==> config.mk <==
export PLATFORM = sky130hd
export DESIGN_NAME = ksa_swap_loop_flat
export DESIGN_NICKNAME = d
export VERILOG_FILES = /design/src/rtl/ksa_swap_loop_if.sv /design/src/rtl/ksa_swap_loop.sv /design/src/flat_wrapper.sv
export SDC_FILE = /design/constraint.sdc
export NUM_CORES = 1
export LEC_CHECK = 0
export ABC_AREA = 1
export BUFFER_PORTS_ARGS = -buffer_cell sky130_fd_sc_hd__buf_2
export CAP_MARGIN = 20
export CORE_MARGIN = 4
export CORE_UTILIZATION = 56
export DETAILED_ROUTE_END_ITERATION = 8
export GPL_TIMING_DRIVEN = 0
export PLACE_DENSITY = 0.82
export SLEW_MARGIN = 20
export SYNTH_ARGS = -nofsm -noshare
export SYNTH_HDL_FRONTEND = slang
export SYNTH_SLANG_ARGS = --single-unit
==> constraint.sdc <==
create_clock -name clk -period 3.7 [get_ports clk]
set_input_delay 0.925 -clock clk [delete_from_list [all_inputs] [get_ports clk]]
set_output_delay 0.925 -clock clk [all_outputs]
set_load 0.01 [all_outputs]
==> src/rtl/ksa_swap_loop_if.sv <==
// ksa_swap_loop_if: start/key handshake and S-RAM port between the KSA swap loop and its environment
interface ksa_swap_loop_if;
  logic        start_flag;
  logic [23:0] secret_key;
  logic [7:0]  q;
  logic [7:0]  address;
  logic [7:0]  data;
  logic        wren;
  logic        done_flag;
  modport master (input start_flag, secret_key, q, output address, data, wren, done_flag);
  modport slave  (output start_flag, secret_key, q, input address, data, wren, done_flag);
endinterface

==> src/rtl/ksa_swap_loop.sv <==
// ksa_swap_loop: RC4 key-scheduling swap loop over a 256x8 synchronous S-RAM
module ksa_swap_loop (
  input logic clk,
  input logic reset_n,
  ksa_swap_loop_if.master bus
);
  typedef enum logic [3:0] {IDLE, RD_I, WT_I, LD_I, RD_J, WT_J, LD_J, WR_I, WR_J, DONE} state_t;
  state_t state;
  logic [7:0] i, j, si, sj, k, j_new, address, data;
  logic [1:0] kidx;
  logic wren, done_flag;
  always_comb k = kidx == 2'd0 ? bus.secret_key[23:16] : kidx == 2'd1 ? bus.secret_key[15:8] : bus.secret_key[7:0];
  assign j_new = j + bus.q + k;
  assign bus.address = address;
  assign bus.data = data;
  assign bus.wren = wren;
  assign bus.done_flag = done_flag;
  always_ff @(posedge clk or negedge reset_n) begin
    if (!reset_n) begin
      state <= IDLE;
      i <= '0;
      j <= '0;
      kidx <= '0;
      si <= '0;
      sj <= '0;
      address <= '0;
      data <= '0;
      wren <= 1'b0;
      done_flag <= 1'b0;
    end else begin
      case (state)
        IDLE: if (bus.start_flag) begin
          state <= RD_I;
          i <= '0;
          j <= '0;
          kidx <= '0;
          address <= '0;
          wren <= 1'b0;
        end
        RD_I: state <= WT_I;
        WT_I: state <= LD_I;
        LD_I: begin
          si <= bus.q;
          j <= j_new;
          address <= j_new;
          state <= RD_J;
        end
        RD_J: state <= WT_J;
        WT_J: state <= LD_J;
        LD_J: begin
          sj <= bus.q;
          address <= i;
          data <= bus.q;
          wren <= 1'b1;
          state <= WR_I;
        end
        WR_I: begin
          address <= j;
          data <= si;
          state <= WR_J;
        end
        WR_J: begin
          wren <= 1'b0;
          if (i == 8'hff) begin
            done_flag <= 1'b1;
            state <= DONE;
          end else begin
            i <= i + 8'd1;
            kidx <= kidx == 2'd2 ? 2'd0 : kidx + 2'd1;
            address <= i + 8'd1;
            state <= RD_I;
          end
        end
        DONE: state <= DONE;
        default: state <= IDLE;
      endcase
    end
  end
endmodule

==> src/flat_wrapper.sv <==
// flat-port wrapper written by rule: the top's interface ports become plain ports
module ksa_swap_loop_flat 
  (clk, reset_n, bus_start_flag, bus_secret_key, bus_q, bus_address, bus_data, bus_wren, bus_done_flag);
  ksa_swap_loop_if bus_i ();
  input logic clk;
  input logic reset_n;
  input wire logic [$bits(bus_i.start_flag)-1:0] bus_start_flag;
  input wire logic [$bits(bus_i.secret_key)-1:0] bus_secret_key;
  input wire logic [$bits(bus_i.q)-1:0] bus_q;
  output wire logic [$bits(bus_i.address)-1:0] bus_address;
  output wire logic [$bits(bus_i.data)-1:0] bus_data;
  output wire logic [$bits(bus_i.wren)-1:0] bus_wren;
  output wire logic [$bits(bus_i.done_flag)-1:0] bus_done_flag;
  assign bus_i.start_flag = bus_start_flag;
  assign bus_i.secret_key = bus_secret_key;
  assign bus_i.q = bus_q;
  assign bus_address = bus_i.address;
  assign bus_data = bus_i.data;
  assign bus_wren = bus_i.wren;
  assign bus_done_flag = bus_i.done_flag;
  ksa_swap_loop u_core (.clk(clk), .reset_n(reset_n), .bus(bus_i));
endmodule
==> impl_metrics.toml, run 1 <==
[status]
status = "finished, final reports clean"

[logic_synthesis]
synth-edff-count = 0
synthCells = 358
netlist_area_um2 = 2917
syn_nets = 408
yosys-top-cells-area = "dfrtp_1, nand2_1, inv_1"
async_flop_share_pct = 100.0
ys_seq_area_share_pct = 41.18
synth.distinct_cells = 38
synth.avg_cell_area_um2 = 8.147
synthFlopType = "dfrtp_1"
synth.top_cell.area_share_pct = 41.18
yosysTopAreaCell = "dfrtp_1"
synth-seq-cells = 48
ys_warn_count = 0

[finish]
area_delta_synth_final_pct = 15.70
n_antenna_cell = 0
drive_gt1_share_pct = 22.73
regArea_um2 = 1201
fin_nets = 467
final_util_pct = 66.49
multi_input_area_um2 = 1461
stdcell_area_um2 = 3374
final_common_cell = "nand2_1"
final_cells = 488
nFillCells = 435
layout_common_cells = "nand2_1, buf_2, inv_1"

[grt]
antenna_found_initial = 0
grt_first_pass_wirelength_mm = 12.07
grt-ovfl-total = 0
grt_start_max_net_pins = 49
first_global_vias = 2614
track_usage_pct = 24.16

[power_and_ir_drop]
powerDensity_nw_per_um2 = 832.3
swShare_pct = 47.41
pwr-share-seq_pct = 29.9
p_comb_share_pct = 56.4
p_sw_mw = 1.331
power_frac_clock_pct = 13.6
ir_drop_mv = 0.4285
p_leak_nw = 1.758
p_int_mw = 1.477

[timing]
rsz0062_at_grt = "no"
drv_slew = 0
relSlewSlack_pct = 57.49
period_needed_ns = 3.310
setup_viol = 0
fmax_ghz = 0.3021
tns_ns = 0
skew_ns = 0.007356
fin_crit_sh_pct = 89.46
tightestPinTransition_ns = 0.6377
hold_violations = 0

[clocking]
cts_resized = 0
clockRootBuffer = "clkbuf_8"
tritoncts = "done"
cts_buffers = 5
path_clk_slew_ns = 0.09
clkSinkCount = 48
clkLatencyLatePin_ns = 0.31
h-tree-depth = 2
cts_hold_buf = 0
post_cts_buffers = 0
cts.path.max_buffers = 2

[detailed_routing]
num_vias = 2693
wirelength_mm = 7.302
drtIter0Drc = 212
wire_per_inst_um = 14.96
drtAntennaViolNets = 0
drc_errors = 0
firstDrtPassIters = 5
via_per_inst = 5.518

[critical_path]
cp-startpoint = "u_core.kidx[1]"
crit_type = "reg2reg"
startpoint_type = "register"
regToRegSetupSlack_ns = 0.39
rr_startpoint = "u_core.kidx[1]"
crit_required_ns = 3.90
crit_fanout = 10
slowest_stage = "fa_1"
reg2reg_to = "u_core.bus.address[7]"
cp-end-kind = "register"
worstPathArrival_ns = 3.51
max_stage_delay_ns = 0.44
cp_cell_sequence = "clkinv_1, nand2_1, nor2_1, nor2_1, fa_1, ha_1, fa_1, inv_1, nor3_1, nor2_1, nand3_1, nand3_1, nand2_1, nand2_1, nand2_1"
worst_r2r_path_depth = 15
cpMostUsedCell = "nand2_1"

[floorplan]
die-area_um2 = 6426
coreArea_um2 = 5075
die_h_um = 80.17
initial_core_util_pct = 57.47
die_x_um = 80.17
rows = 26
io_pins = 53

[min_path]
min_path_cells = 2
min_to = "u_core.bus.done_flag"
hp-start = "u_core.bus.done_flag"
hp-class = "reg2reg"

[run]
maxCapViolations = 0

[placed_design]
io_buffers = 52
hpwl_mm = 5.394
placed_area_um2 = 3264
dp.cells = 480
place_congestion = 0.9280
-- Yosys cell counts, types with 2 or more instances --
library cell  count
o21ai_1          10
fa_1              8
inv_2             6
nor2_4            2
o22ai_1          13
inv_1            50
ha_1              7
nand3_1          19
o21ai_2           5
dfrtp_1          48
buf_2             2
nand2_2           9
o21bai_1          6
o211ai_1         10
nand2_1          90
nor2_1           19
o21ai_0          17
a21oi_1          11
nand3b_1          2
nor3_1            5
o2111ai_1         2
-- kinds of logic (layout without fill, tap and decap cells) --
group	after synthesis	count (layout)	share of synthesized area, %
AO/OA/AOI/OAI	76	76	16.39
adder cells (fa/ha/maj)	15	15	8.494
buffers and inverters	63	123	8.709
flip-flops	48	48	41.18
AND/OR/NAND/NOR	156	156	25.23
-- critical path, delay by kind of cell (launching register included) --
| family | cells | cell delay [ns] |
|---|---|---|
| adder cells (fa/ha/maj) | 3 | 1.12 |
| buffers and inverters | 2 | 0.45 |
| flip-flops | 1 | 0.40 |
| AND/OR/NAND/NOR | 10 | 1.24 |
-- flip-flops by register name, indices dropped and copies added, names as in the netlist --
| register | cells |
|---|---|
| u_core.bus.wren | 1 |
| u_core.bus.address | 8 |
| u_core.j | 8 |
| u_core.bus.data | 8 |
| u_core.si | 8 |
| u_core.state | 4 |
| u_core.i | 8 |
| u_core.bus.done_flag | 1 |
| u_core.kidx | 2 |
-- routing by layer --
metal | track usage, % | wire, um | vias to the layer above
met5 | 0 | 0 | -
met4 | 6.926 | 78 | 0
met3 | 4.821 | 434 | 9
met2 | 41.14 | 3705 | 91
met1 | 31.15 | 3084 | 1301
li1 | - | - | 1292
-- area by class of cell --
type	instances	area share, %
multi-input cells	247	43.31
flip-flops and latches	48	35.60
repair buffers	52	7.786
inverters	59	6.785
well taps	70	2.595
clock buffers	6	2.151
clock inverters	2	1.038
plain buffers	4	0.7416
-- power by group through the flow --
stage | Sequential, mW | Clock (mW) | Combinational, mW
6_report | 0.841 | 0.383 | 1.58
3_5_place_dp | 0.848 | 0 | 1.55
2_1_floorplan | 0.863 | 0 | 1.11
3_3_place_gp | 0.839 | 0 | 1.48
5_1_grt | 0.857 | 0.408 | 1.79
4_1_cts | 0.838 | 0.390 | 1.57
-- stage by stage --
step / power [mW] / hold slack, ns / worst slack, ns
6_report: 2.808 / 0.4680 / 0.3899
2_1_floorplan: 1.968 / 0.4534 / 0.8567
4_1_cts: 2.798 / 0.4767 / 0.4570
3_5_place_dp: 2.399 / 0.4522 / 0.4356
5_1_grt: 3.051 / 0.5027 / 0.1239
3_3_place_gp: 2.322 / 0.4435 / 0.4686
-- how the worst max path moves through the flow --
stage	to	slack [ns]	depth (start not counted)
after detailed placement	u_core.bus.address[7]	0.44	15
after global routing	u_core.bus.address[7]	0.12	15
after CTS	u_core.bus.address[7]	0.46	15
final	u_core.bus.address[7]	0.39	15
after floorplan	u_core.bus.address[7]	0.86	13
after global placement	u_core.bus.address[7]	0.47	15
No activity file was read; power rests on OpenSTA's default activity.
==> inputs of run 2 (changes only) <==
- ABC_AREA: 1 -> not set
- CTS_CLUSTER_SIZE: not set -> 8
==> run 2 against run 1 <==
- design area is 1.4% lower
- cell count fell by 9.0%
- sequential share of layout area rose by 0.50 points
==> impl_metrics.toml, run 2 <==
[status]
status = "finished, final reports clean"

[logic_synthesis]
synth-edff-count = 0
async_flop_share_pct = 100.0
ys_seq_area_share_pct = 41.36
synthCells = 318
synthFlopType = "dfrtp_1"
ys_warn_count = 0
syn_nets = 368
yosysTopAreaCell = "dfrtp_1"
synth.top_cell.area_share_pct = 41.36
yosysMostFrequentCell = "nand2_1"
synth.avg_cell_area_um2 = 9.132
synth_commonest_cells = "nand2_1, dfrtp_1, o21ai_0, nor2_1, inv_1"
synth.distinct_cells = 45
yosys-top-cells-area = "dfrtp_1, mux2i_1, nand2_1"
netlist_area_um2 = 2904
synth-seq-cells = 48

[power_and_ir_drop]
p_int_mw = 0.9802
swShare_pct = 35.24
pwr-share-seq_pct = 41.0
p_comb_share_pct = 39.4
p_sw_mw = 0.5334
powerDensity_nw_per_um2 = 454.8
ir_drop_mv = 0.2547
power_frac_clock_pct = 19.6
p_leak_nw = 1.611

[floorplan]
io_pins = 53
rows = 25
die_h_um = 80.01
die-area_um2 = 6402
coreArea_um2 = 4880
die_x_um = 80.01
initial_core_util_pct = 59.51

[timing]
tns_ns = 0
relSlewSlack_pct = 46.18
drv_slew = 0
fmax_ghz = 0.3088
fin_crit_sh_pct = 87.54
skew_ns = 0.009981
tightestPinTransition_ns = 0.8035
hold_violations = 0
period_needed_ns = 3.239
setup_viol = 0
rsz0062_at_grt = "no"

[critical_path]
cp-end-kind = "register"
crit_end = "u_core.bus.address[7]"
worst-path-buf-inv = 1
worstPathArrival_ns = 3.41
cp_top_family = "adder cells"
max_stage_delay_ns = 0.49
path_depth = 11
crit_required_ns = 3.87
startpoint_type = "register"
crit_type = "reg2reg"
cp-startpoint = "u_core.kidx[0]"
regToRegSetupSlack_ns = 0.46
rr_startpoint = "u_core.kidx[0]"
worst_r2r_path_depth = 11
crit_fanout = 10
slowest_stage = "clkbuf_1"
reg2reg_to = "u_core.bus.address[7]"
cp_cell_sequence = "clkbuf_1, mux2i_1, o21ai_0, fa_1, ha_1, fa_1, a211oi_1, o21ai_0, o21ai_0, xnor2_1, o221ai_1"
cpMostUsedCell = "o21ai_0"

[clocking]
cts_buffers = 5
cts.path.max_buffers = 2
clkLatencyLatePin_ns = 0.30
h-tree-depth = 2
clockRootBuffer = "clkbuf_8"
clkSinkCount = 48
cts_resized = 0
post_cts_buffers = 0
path_clk_slew_ns = 0.09
tritoncts = "done"
cts_hold_buf = 0

[grt]
grt_first_pass_wirelength_mm = 11.25
first_global_vias = 2446
grt_start_max_net_pins = 49
antenna_found_initial = 0
grt-ovfl-total = 0
track_usage_pct = 22.71

[detailed_routing]
route.met2.wl_mm = 3.148
wirelength_mm = 6.517
drtIter0Drc = 177
wire_per_inst_um = 14.68
drc_errors = 0
drtAntennaViolNets = 0
firstDrtPassIters = 4
num_vias = 2431
highest_layer = "met4"
wl_met1_mm = 2.979
wl_met3_um = 330
via_per_inst = 5.475

[finish]
area_delta_synth_final_pct = 14.61
n_antenna_cell = 0
nFillCells = 408
multi_input_area_um2 = 1520
drive_gt1_share_pct = 19.36
fin_nets = 427
stdcell_area_um2 = 3328
layout_common_cells = "buf_2, nand2_1, dfrtp_1"
regArea_um2 = 1201
final_common_cell = "buf_2"

[placed_design]
io_buffers = 52
place_congestion = 0.8742
hpwl_mm = 5.038
placed_area_um2 = 3248

[min_path]
hp-class = "reg2reg"

[run]
maxCapViolations = 0
run 2: cell count changes after synthesis, moves of 8 or more:
cell      previous run  this run
inv_1               50        22
mux2i_1              0        21
xnor2_1              0         8
o22ai_1             13         0
nor2_1              19        29
nand3_1             19         4
nand2_2              9         0
o21ai_0             17        36
o21ai_1             10         0
o211ai_1            10         0
nand2_1             90        49
clkbuf_1             1         9
run 2: worst min path at each step:
stage               cells past startpoint                   end                 start  slack [ns]
global route                            1  u_core.bus.done_flag  u_core.bus.done_flag        0.49
global placement                        1  u_core.bus.done_flag  u_core.bus.done_flag        0.45
CTS                                     1  u_core.bus.done_flag  u_core.bus.done_flag        0.48
finish                                  1  u_core.bus.done_flag  u_core.bus.done_flag        0.48
floorplan                               2          u_core.si[1]          u_core.si[1]        0.45
detailed placement                      1  u_core.bus.done_flag  u_core.bus.done_flag        0.45
run 2: per-layer routing:
| metal | vias to the layer above | GRT usage, % |
|---|---|---|
| met4 | 0 | 6.588 |
| met5 | - | 0 |
| li1 | 1196 | - |
| met1 | 1151 | 31.12 |
| met3 | 9 | 3.725 |
| met2 | 75 | 37.09 |
run 2: logic make-up after synthesis:
logic type	count (synthesis)	share of synthesized area (%)
AOI/OAI and AO/OA	77	15.94
xor gates and xnor gates	11	3.318
adders and majority gates	15	8.531
buffers and inverters	39	6.290
DFF	48	41.36
muxes	23	8.014
and+or+nand+nor	105	16.54
run 2: power groups by stage:
stage / registers, mW / logic, mW / clock network [mW]
after floorplan: 0.620 / 0.453 / 0
after global placement: 0.625 / 0.567 / 0
after detailed placement: 0.631 / 0.589 / 0
after CTS: 0.620 / 0.602 / 0.302
after global routing: 0.629 / 0.694 / 0.331
final: 0.620 / 0.597 / 0.296
run 2: cell type report:
class | instances | area share (%)
Multi-Input combinational cell | 231 | 45.68
Clock buffer | 6 | 2.180
Sequential cell | 48 | 36.09
Clock inverter | 1 | 0.1504
Buffer | 17 | 3.008
Timing Repair Buffer | 52 | 7.895
Tap cell | 67 | 2.519
Inverter | 22 | 2.481
run 2: metrics by stage:
step           setup WS (ns)  instances  util, %  hold slack (ns)  power (mW)
6_report              0.4611        444    68.21           0.4760       1.514
5_1_grt               0.1917        444    68.21           0.4926       1.654
4_1_cts               0.4241        444    68.15           0.4750       1.524
3_5_place_dp          0.3480        437    66.56           0.4549       1.219
3_3_place_gp          0.4012        437    66.56           0.4512       1.192
2_1_floorplan         0.6795        318        -           0.4454       1.073
run 2: worst reg2reg max path: cells and delay by family (launching register included):
family	cells	cell delay, ns
muxes	1	0.15
adders and majority gates	3	1.15
AOI/OAI and AO/OA	5	0.82
buffers and inverters	1	0.49
xor gates and xnor gates	1	0.18
DFF	1	0.34
==> inputs of run 3 (changes only) <==
- CORE_UTILIZATION: 56 -> 60
- GPL_TIMING_DRIVEN: 0 -> not set
- PLACE_DENSITY: 0.82 -> 0.87
- clock period: 3.7 -> 3.9 ns (I/O delays scaled with it)
==> run 3 against run 2 <==
- combinational power decreased by 2%
- clock power increased by 34%
- critical path depth unchanged
- sequential cell count unchanged
- critical endpoint is now u_core.bus.address[5]
- highest routed layer unchanged
==> impl_metrics.toml, run 3 (synthesized netlist as in run 2, its figures left out) <==
[status]
status = "finished, final reports clean"

[timing]
drv_slew = 0
fmax_ghz = 0.3238
skew_ns = 0.003914
rsz0062_at_grt = "no"
relSlewSlack_pct = 39.95
tns_ns = 0
setup_viol = 0
tightestPinTransition_ns = 0.9007
worst_slack_ns = 0.8115
fin_crit_sh_pct = 79.19
period_needed_ns = 3.089
hold_violations = 0

[critical_path]
startpoint_type = "input pin"
crit_required_ns = 4.13
cp-end-kind = "register"
worstPathArrival_ns = 3.32
regToRegSetupSlack_ns = 0.84
crit_end = "u_core.bus.address[5]"
reg2reg_to = "u_core.bus.address[5]"
crit_type = "in2reg"
crit_fanout = 3
cp-startpoint = "bus_secret_key[9]"
worst_r2r_path_depth = 10
rr_startpoint = "u_core.kidx[0]"

[finish]
final_common_cell = "buf_2"
layout_common_cells = "buf_2, nand2_1, dfrtp_1"
nFillCells = 355
area_delta_synth_final_pct = 12.54
final_cells = 416
fin_nets = 411
drive_gt1_share_pct = 19.06
n_antenna_cell = 0

[floorplan]
die_x_um = 77.57
die-area_um2 = 6017
rows = 25
die_h_um = 77.57
io_pins = 53
coreArea_um2 = 4692
initial_core_util_pct = 61.89

[power_and_ir_drop]
p_sw_mw = 0.5349
p_int_mw = 1.035
power_frac_clock_pct = 25.3
p_comb_share_pct = 37.1
ir_drop_mv = 0.2936
pwr-share-seq_pct = 37.5
powerDensity_nw_per_um2 = 480.3
p_leak_nw = 1.587
swShare_pct = 34.07

[detailed_routing]
firstDrtPassIters = 5
drtAntennaViolNets = 0
drc_errors = 0
wire_per_inst_um = 16.04
wirelength_mm = 6.671
num_vias = 2477
drtIter0Drc = 252
via_per_inst = 5.954

[clocking]
cts_hold_buf = 0
post_cts_buffers = 0
cts_resized = 0
clockRootBuffer = "clkbuf_8"
h-tree-depth = 2
cts_buffers = 5
clkLatencyLatePin_ns = 0.31
tritoncts = "done"
clkSinkCount = 48
path_clk_slew_ns = 0.09
cts.path.max_buffers = 2

[min_path]
hp-class = "reg2reg"

[grt]
grt_start_max_net_pins = 49
grt-ovfl-total = 0
antenna_found_initial = 0
grt_first_pass_wirelength_mm = 11.04
track_usage_pct = 22.98
first_global_vias = 2411

[placed_design]
hpwl_mm = 4.893
post-place-ws_ns = 0.5363
place_congestion = 0.9548
io_buffers = 52
dp.cells = 408

[run]
maxCapViolations = 0
-- run 3: worst min path at each step --
| stage | startpoint | cells past startpoint | slack [ns] | to |
|---|---|---|---|---|
| finish | u_core.bus.done_flag | 1 | 0.48 | u_core.bus.done_flag |
| global route | u_core.bus.done_flag | 1 | 0.49 | u_core.bus.done_flag |
| CTS | u_core.bus.data[7] | 2 | 0.49 | u_core.bus.data[7] |
| detailed placement | u_core.bus.data[7] | 2 | 0.47 | u_core.bus.data[7] |
| global placement | u_core.bus.done_flag | 1 | 0.45 | u_core.bus.done_flag |
| floorplan | u_core.si[1] | 2 | 0.45 | u_core.si[1] |
-- run 3: power by group through the flow --
stage / Sequential (mW) / Clock, mW / Combinational [mW]
2_1_floorplan: 0.589 / 0 / 0.430
3_3_place_gp: 0.596 / 0 / 0.534
3_5_place_dp: 0.598 / 0 / 0.570
4_1_cts: 0.589 / 0.402 / 0.575
5_1_grt: 0.595 / 0.423 / 0.647
6_report: 0.589 / 0.398 / 0.583
-- run 3: worst max-delay path: stages --
cell     delay (ns)
buf_2          0.08
mux2i_1        0.05
o21ai_0        0.27
fa_1           0.47
ha_1           0.24
fa_1           0.43
a21o_1         0.18
a21oi_1        0.19
xnor2_1        0.15
nand2_1        0.11
a31oi_1        0.17
-- run 3: metal layers --
| metal | vias up | track usage [%] | wire length, um |
|---|---|---|---|
| met5 | - | 0 | 0 |
| met4 | 0 | 8.185 | 161 |
| met3 | 21 | 4.524 | 480 |
| met2 | 120 | 37.56 | 3164 |
| met1 | 1167 | 30.49 | 2865 |
| li1 | 1169 | - | - |
-- run 3: metrics by stage --
step	instance area, um^2	power [mW]	hold WS [ns]	util [%]
3_5_place_dp	3139	1.167	0.4655	66.91
5_1_grt	3268	1.665	0.4907	69.65
6_report	3268	1.570	0.4760	69.65
2_1_floorplan	2904	1.018	0.4454	-
3_3_place_gp	3139	1.130	0.4476	66.91
4_1_cts	3266	1.566	0.4861	69.60
-- run 3: final cells by class --
type / count / area [um^2] / area share (%)
timing repair buffer: 53 / 270.3 / 8.270
clock inverter: 1 / 30.03 / 0.9188
sequential: 48 / 1201 / 36.75
multi-input combinational: 231 / 1520 / 46.52
tap: 54 / 67.56 / 2.067
inverter: 22 / 82.58 / 2.527
clock buffer: 7 / 96.34 / 2.948
